$ cat config.mk
export PLATFORM = sky130hd
export DESIGN_NAME = uart_tx_feeder
export DESIGN_NICKNAME = d
export VERILOG_FILES = /design/src/rtl/uart_tx_feeder.sv
export SDC_FILE = /design/constraint.sdc
export NUM_CORES = 1
export LEC_CHECK = 0
export BUFFER_PORTS_ARGS = -buffer_cell sky130_fd_sc_hd__buf_2
export CAP_MARGIN = 20
export CORE_MARGIN = 3
export CORE_UTILIZATION = 50
export DETAILED_ROUTE_END_ITERATION = 10
export GPL_TIMING_DRIVEN = 0
export PLACE_DENSITY_LB_ADDON = 0.08
export SYNTH_ARGS = -nofsm -noshare
export SYNTH_HDL_FRONTEND = slang
export SYNTH_SLANG_ARGS = --single-unit
$ cat constraint.sdc
create_clock -name clk -period 2.65 [get_ports clk]
set_clock_uncertainty 0.05 [all_clocks]
set_input_delay 0.1325 -clock clk [delete_from_list [all_inputs] [get_ports clk]]
set_output_delay 0.1325 -clock clk [all_outputs]
set_load 0.005 [all_outputs]
$ cat src/rtl/uart_tx_feeder.sv
// Byte FIFO feeding a UART transmitter through a registered four-phase req/ack handshake.
// Latency: write at edge N -> pop/send_req at N+1; backpressure: writes while full are dropped and flagged.
module uart_tx_feeder #(
  parameter int DATA_SIZE = 8,
  parameter int DEPTH     = 16,
  parameter int ADDR_W    = $clog2(DEPTH)
) (
  input  logic                 clk,
  input  logic                 reset_n,
  input  logic                 wr_en,
  input  logic [DATA_SIZE-1:0] wr_data,
  output logic                 full,
  output logic                 empty,
  output logic [ADDR_W:0]      count,
  output logic                 overflow,
  input  logic                 clr_ovf,
  output logic [DATA_SIZE-1:0] dout,
  output logic                 send_req,
  input  logic                 send_ack
);

  typedef enum logic [1:0] {IDLE, REQ, RELEASE} state_t;

  localparam logic [ADDR_W:0]   DEPTH_C = (ADDR_W+1)'(DEPTH);
  localparam logic [ADDR_W:0]   CNT_ONE = (ADDR_W+1)'(1);
  localparam logic [ADDR_W-1:0] PTR_ONE = (ADDR_W)'(1);

  logic [DATA_SIZE-1:0] mem_q [DEPTH];

  logic [ADDR_W-1:0]    wr_ptr_q, wr_ptr_d;
  logic [ADDR_W-1:0]    rd_ptr_q, rd_ptr_d;
  logic [ADDR_W:0]      count_q, count_d;
  logic                 full_q, full_d;
  logic                 empty_q, empty_d;
  logic                 overflow_q, overflow_d;
  logic [DATA_SIZE-1:0] dout_q, dout_d;
  logic                 send_req_q, send_req_d;
  state_t               state_q, state_d;

  logic wr_accept;
  logic pop;

  // full/empty are the registered pre-edge view, so a pop cannot make room for a same-edge write.
  always_comb begin
    wr_accept  = wr_en && !full_q;
    pop        = (state_q == IDLE) && !empty_q;
    wr_ptr_d   = wr_accept ? wr_ptr_q + PTR_ONE : wr_ptr_q;
    rd_ptr_d   = pop ? rd_ptr_q + PTR_ONE : rd_ptr_q;
    count_d    = count_q;
    if (wr_accept && !pop) begin
      count_d = count_q + CNT_ONE;
    end else if (!wr_accept && pop) begin
      count_d = count_q - CNT_ONE;
    end
    full_d     = (count_d == DEPTH_C);
    empty_d    = (count_d == '0);
    overflow_d = (wr_en && full_q) || (overflow_q && !clr_ovf);
  end

  always_comb begin
    state_d    = state_q;
    send_req_d = send_req_q;
    dout_d     = dout_q;
    unique case (state_q)
      IDLE: begin
        send_req_d = 1'b0;
        if (pop) begin
          dout_d     = mem_q[rd_ptr_q];
          send_req_d = 1'b1;
          state_d    = REQ;
        end
      end
      REQ: begin
        send_req_d = 1'b1;
        if (send_ack) begin
          send_req_d = 1'b0;
          state_d    = RELEASE;
        end
      end
      RELEASE: begin
        send_req_d = 1'b0;
        if (!send_ack) begin
          state_d = IDLE;
        end
      end
      default: begin
        send_req_d = 1'b0;
        state_d    = IDLE;
      end
    endcase
  end

  always_ff @(posedge clk) begin
    if (wr_accept) begin
      mem_q[wr_ptr_q] <= wr_data;
    end
  end

  always_ff @(posedge clk) begin
    if (!reset_n) begin
      wr_ptr_q   <= '0;
      rd_ptr_q   <= '0;
      count_q    <= '0;
      full_q     <= 1'b0;
      empty_q    <= 1'b1;
      overflow_q <= 1'b0;
      dout_q     <= '0;
      send_req_q <= 1'b0;
      state_q    <= IDLE;
    end else begin
      wr_ptr_q   <= wr_ptr_d;
      rd_ptr_q   <= rd_ptr_d;
      count_q    <= count_d;
      full_q     <= full_d;
      empty_q    <= empty_d;
      overflow_q <= overflow_d;
      dout_q     <= dout_d;
      send_req_q <= send_req_d;
      state_q    <= state_d;
    end
  end

  assign full     = full_q;
  assign empty    = empty_q;
  assign count    = count_q;
  assign overflow = overflow_q;
  assign dout     = dout_q;
  assign send_req = send_req_q;

endmodule

After elaboration in Yosys (flattened, before gate mapping):

Memory sizes are Yosys's and may differ from the RTL's. A register that Yosys moved wholly into a read port is not among the register bits.
Index checks and enable logic that the tools add are counted.

* register bits after elaboration: 19
* memory bits (writable): 128
* input port bits: 13
* output and inout port bits: 17
* word-level logic and storage cells: 47
* memories kept: 1

* add/sub/neg operators: 4
* equal/unequal tests: 6
* multiplexer cells: 11
* reductions and logical operators: 17

Memories
* mem_q: depth 16, width 8, read ports 1, clocked after Yosys merged registers in 1, write ports 1, line 28 `logic [DATA_SIZE-1:0] mem_q [DEPTH];`

Operators with widths (count)
* $mux W5: 2
* $add A4 B1 Y4 const B: 2
* $logic_and A1 B1 Y1: 6
* $logic_not A1 Y1: 6
* $mux W2: 3
* $ne A2 B2 Y1 const B: 3
* $pmux W2 S3: 1
* $add A5 B1 Y5 const B: 1
* $eq A5 B5 Y1 const B: 1
* $logic_not A5 Y1: 1
* $sub A5 B1 Y5 const B: 1
* $mux W1: 4
* $reduce_and A3 Y1: 1
* $eq A2 B1 Y1 const B: 1
* $eq A2 B2 Y1 const B: 1
* $logic_not A2 Y1: 1
* $pmux W1 S2: 1
* $reduce_and A2 Y1: 1
* $logic_or A1 B1 Y1: 1

Logic depth before layout (Yosys ltp):

* word-level depth: 7
* gate-level depth with buffers: 7
* gate-level depth less buffers: 7

Worst setup path after synthesis:

OpenSTA, ideal clock, no wires.

* path type: register to register
* from: register rd_ptr_q[0]
* to: register dout_q[3], in the netlist dout[3], read port of mem_q
* setup time: 116 ps
* arrival time: 1788 ps
* data required time: 2484 ps
* setup slack: 696 ps
* stages on the path, launching flop included: 7
* path buffers: 2
* period minus slack after synthesis: 1954 ps
* cell sequence: dfxtp_1 -> buf_2 -> buf_2 -> mux4_2 -> a22oi_1 -> a21oi_1 -> a31o_2

RTL lines
* from (decl): line 31 `logic [ADDR_W-1:0] rd_ptr_q, rd_ptr_d;`
* from (signal assigned): line 112 `rd_ptr_q <= rd_ptr_d;`
* to (decl): line 36 `logic [DATA_SIZE-1:0] dout_q, dout_d;`

==> results.md <==
- Status: complete, no violations
- Detailed-route DRC error count: 0
- Crit path max fanout: 10
- H-tree lvl count: 4
- Clock Power Share: 35.6%
- Crit end category: flop
- Layout area overhead: 15.6%
- Grt met3 use: 5.13%
- Initial antenna violation count: 0
- Period utilization: between 90% and 100%
- Post-Syn Area per Cell: 17.8 um2
- Comb pwr share: 20.6%
- Fin Setup TNS: 0 ps
- Worst min path class: in2reg
- First-pass DRT Iterations: 4
- Async SR Flop Fraction: 0%
- Max Cap Viol: 0
- Port bufs: 28
- Post-synth net total: 364
- Antenna viol nets, final: 0
- Final slew viol count: 0
- Reg2reg path depth: 6
- R2R setup slack: 130 ps
- WL/cell: 21.9 um
- Seq/Total Area, Yosys: a little under three quarters
- Diode count: 0
- Setup WS pre-CTS: 87.1 ps
- Vias in the first global route: between 3k and 4k
- GRT Resource Usage Total: approximately a fifth
- Max_slew headroom: 45.0%
- DP Cell Count: around 520
- Power per cell area: approximately 930 nW/um2
- Vias per std cell: 5.83
- Max incr delay on CP: 610 ps
- Root Buffer: clkbuf_16
- Busiest grt layer: met2
- Max Fclk: 0.396 GHz
- Max VDD drop: 0.608 mV
- Netlist cell types: 43
- Worst skew pair latency: 430 ps
- Xor and xnor area share after synthesis: around 1.4%
- Cell Area, Synth: 6120 um2
- Hold path endpoint: dout[2]
- CP delay by family, top: buffers and inverters
- Core area: 11700 um2
- Post-synth EDFFs: 128
- Combinational family with the most area after synthesis: multiplexers
- Setup CP Type: reg2reg
- Final std cells w/o fill: 554
- Gr ovfl total: 0
- Fillers: between 900 and 1k
- LEAKAGE: 2.39 nW
- Share of cells above drive strength 1: 28.2%
- Met1 Usage GRT: 26.6%
- Synth warn: 0
- Sw Ratio: 26.0%
- Simple-gate area share of the yosys netlist: 6.34%
- FP Rows: 39
- Slew @ Worst Pin: 822 ps
- Largest net degree at the start of global routing: 17
- I/O pin cnt: 30
- Primary FF master, synth: edfxtp_1
- Clock-pin slew on the worst setup and hold paths: 60 ps
- Critical Path Source: rd_ptr_q[1]
- Buf/Inv on CP: 2
- Total CTS buffers: 17
- Yosys reg bits: 155
- Worst Path Arrival: 2790 ps
- Internal: 4.88 mW
- Hold Slack: 37.7 ps
- CP cell instances: clkbuf_1 -> clkbuf_1 -> mux4_2 -> a22oi_1 -> a21oi_1 -> a31o_2
- Worst flop-to-flop path endpoint: dout[6]
- Worst Path Required: 2910 ps
- Total Wirelength: between 10000 and 15000 um
- Final setup vio count: 0
- Postcts setup bufs: 0
- Worst path most repeated cell: clkbuf_1
- Net Switching: 1.71 mW
- HP Start: reset_n
- Mux contribution to synthesized area: 12.0%
- CP Launch Type: flop
- Clock Tree Buf Depth: 2
- Vias: 3230
- Synthesized instance count: 344
- CTS Sinks: 155
- CTS tree: done
- Fin worst setup slack: 126 ps
- First-pass GRT wire length: between 15000 and 20000 um
- Post-Synth Adder-Cell Area: under 10%
- Final Critical Period: around 2500 ps
- Met2 usage: between 30% and 40%
- Hold Crit Depth: 2
- Reg2Reg Launch Point: rd_ptr_q[1]
- Register area: 4380 um2
- Slowest stage cell, crit path: clkbuf_1
- Synth Area in Compound Gates: between 5 and 6%
- Final Hold Viols: 0
- Die area: 13600 um2
- Final Wtd Congestion: 0.788
- Layout Nets: 418
- Unrepaired setup endpoints after global routing: false
- Starting Density: between 50 and 60%
- Die Span Y: 117 um
- Sequential power share: between 40% and 50%
- DP HPWL: ~8000 um
- Multi-input logic area: 1640 um2
- Die width: 117 um
- Iter 0 DRT Violations: about 290
==> sequential cells by signal, indices dropped and copies added (netlist names) <==
name and flops:
rd_ptr_q 4, wr_ptr_q 4, overflow 1, mem_q 128, count 5, state_q 2
dout 8, send_req 1, empty 1, full 1
==> power groups by stage <==
stage               registers [mW]  logic (mW)  clock network [mW]
floorplan                     2.93       0.958                   0
global placement              2.94        1.34                   0
detailed placement            2.94        1.37                   0
CTS                           2.89        1.39                2.38
global route                  2.91        1.50                2.48
finish                        2.89        1.36                2.35
==> how the worst max path moves through the flow <==
stage / endpoint / slack [ps] / cells after the start
5_1_grt: dout[4] / 40 / 6
6_report: dout[6] / 130 / 6
3_3_place_gp: dout[0] / 120 / 6
3_5_place_dp: dout[0] / 90 / 6
2_1_floorplan: dout[3] / 700 / 6
4_1_cts: dout[0] / 70 / 6
==> routing by layer <==
metal  wire [um]  share of wire (%)
met4         201                1.7
met2        6080                 50
met1        5230                 43
met3         622                5.1
met5           0                  0
==> cells by family after synthesis <==
kind of cell               count (synthesis)
buffers and inverters                     24
xor gates and xnor gates                  10
DFF                                      155
and+or+nand+nor                           71
adders and majority gates                  7
muxes                                     33
AOI/OAI and AO/OA                         44
==> cell type report <==
| cell class | instances | area share, % |
|---|---|---|
| sequential | 155 | 62.0 |
| multi-input combinational | 165 | 23.1 |
| clock buffer | 23 | 6.76 |
| timing repair buffer | 35 | 2.83 |
| tap | 143 | 2.53 |
| clock inverter | 9 | 1.33 |
| buffer | 19 | 1.19 |
| inverter | 5 | 0.265 |
==> cell usage after synthesis (all sizes together), types with 2 or more instances <==
master,n,area [um2]
nand2,14,52.6
a31oi,2,27.5
o41ai,2,17.5
ha,7,87.6
nand3,2,10.0
nor3b,2,15.0
clkbuf,9,33.8
nand2b,4,25.0
nand4,3,18.8
and3,2,17.5
mux4,32,721
nor2,19,71.3
inv,5,18.8
edfxtp,128,3840
nor2b,2,12.5
a21oi,8,40.0
a21boi,3,22.5
xor2,2,17.5
dfxtp,27,541
a22oi,17,128
buf,10,48.8
nor3,5,30.0
and2,11,70.1
nor4b,2,23.8
xnor2,8,70.1
a31o,8,70.1
==> placed cells by master (no fill, tap or decap), drive strengths merged, types with 3 or more instances in the layout <==
cell type,synthesis,final
nor3,5,5
nand2,14,14
inv,5,5
buf,10,42
nand2b,4,4
a21boi,3,3
clkbuf,9,32
a31o,8,8
ha,7,7
mux4,32,32
and2,11,11
edfxtp,128,128
clkinv,0,7
xnor2,8,8
dfxtp,27,27
a22oi,17,17
nor2,19,19
nand4,3,3
dlygate4sd3,0,3
a21oi,8,8
==> metrics by stage <==
| step | cell area [um2] | total power [mW] | utilization (%) |
|---|---|---|---|
| after global routing | 7070 | 6.89 | 60.4 |
| after CTS | 7070 | 6.65 | 60.4 |
| after global placement | 6440 | 4.28 | 55.0 |
| after detailed placement | 6470 | 4.31 | 55.2 |
| final | 7070 | 6.60 | 60.4 |
| after floorplan | 6120 | 3.89 | - |
==> what timing repair did <==
item	4_1_cts	5_1_grt
gates resized for setup	0	2
hold endpoints to repair	4	0
endpoints found under the setup margin	0	3
hold buffers	3	0
Power figures use the tool's default switching activity.
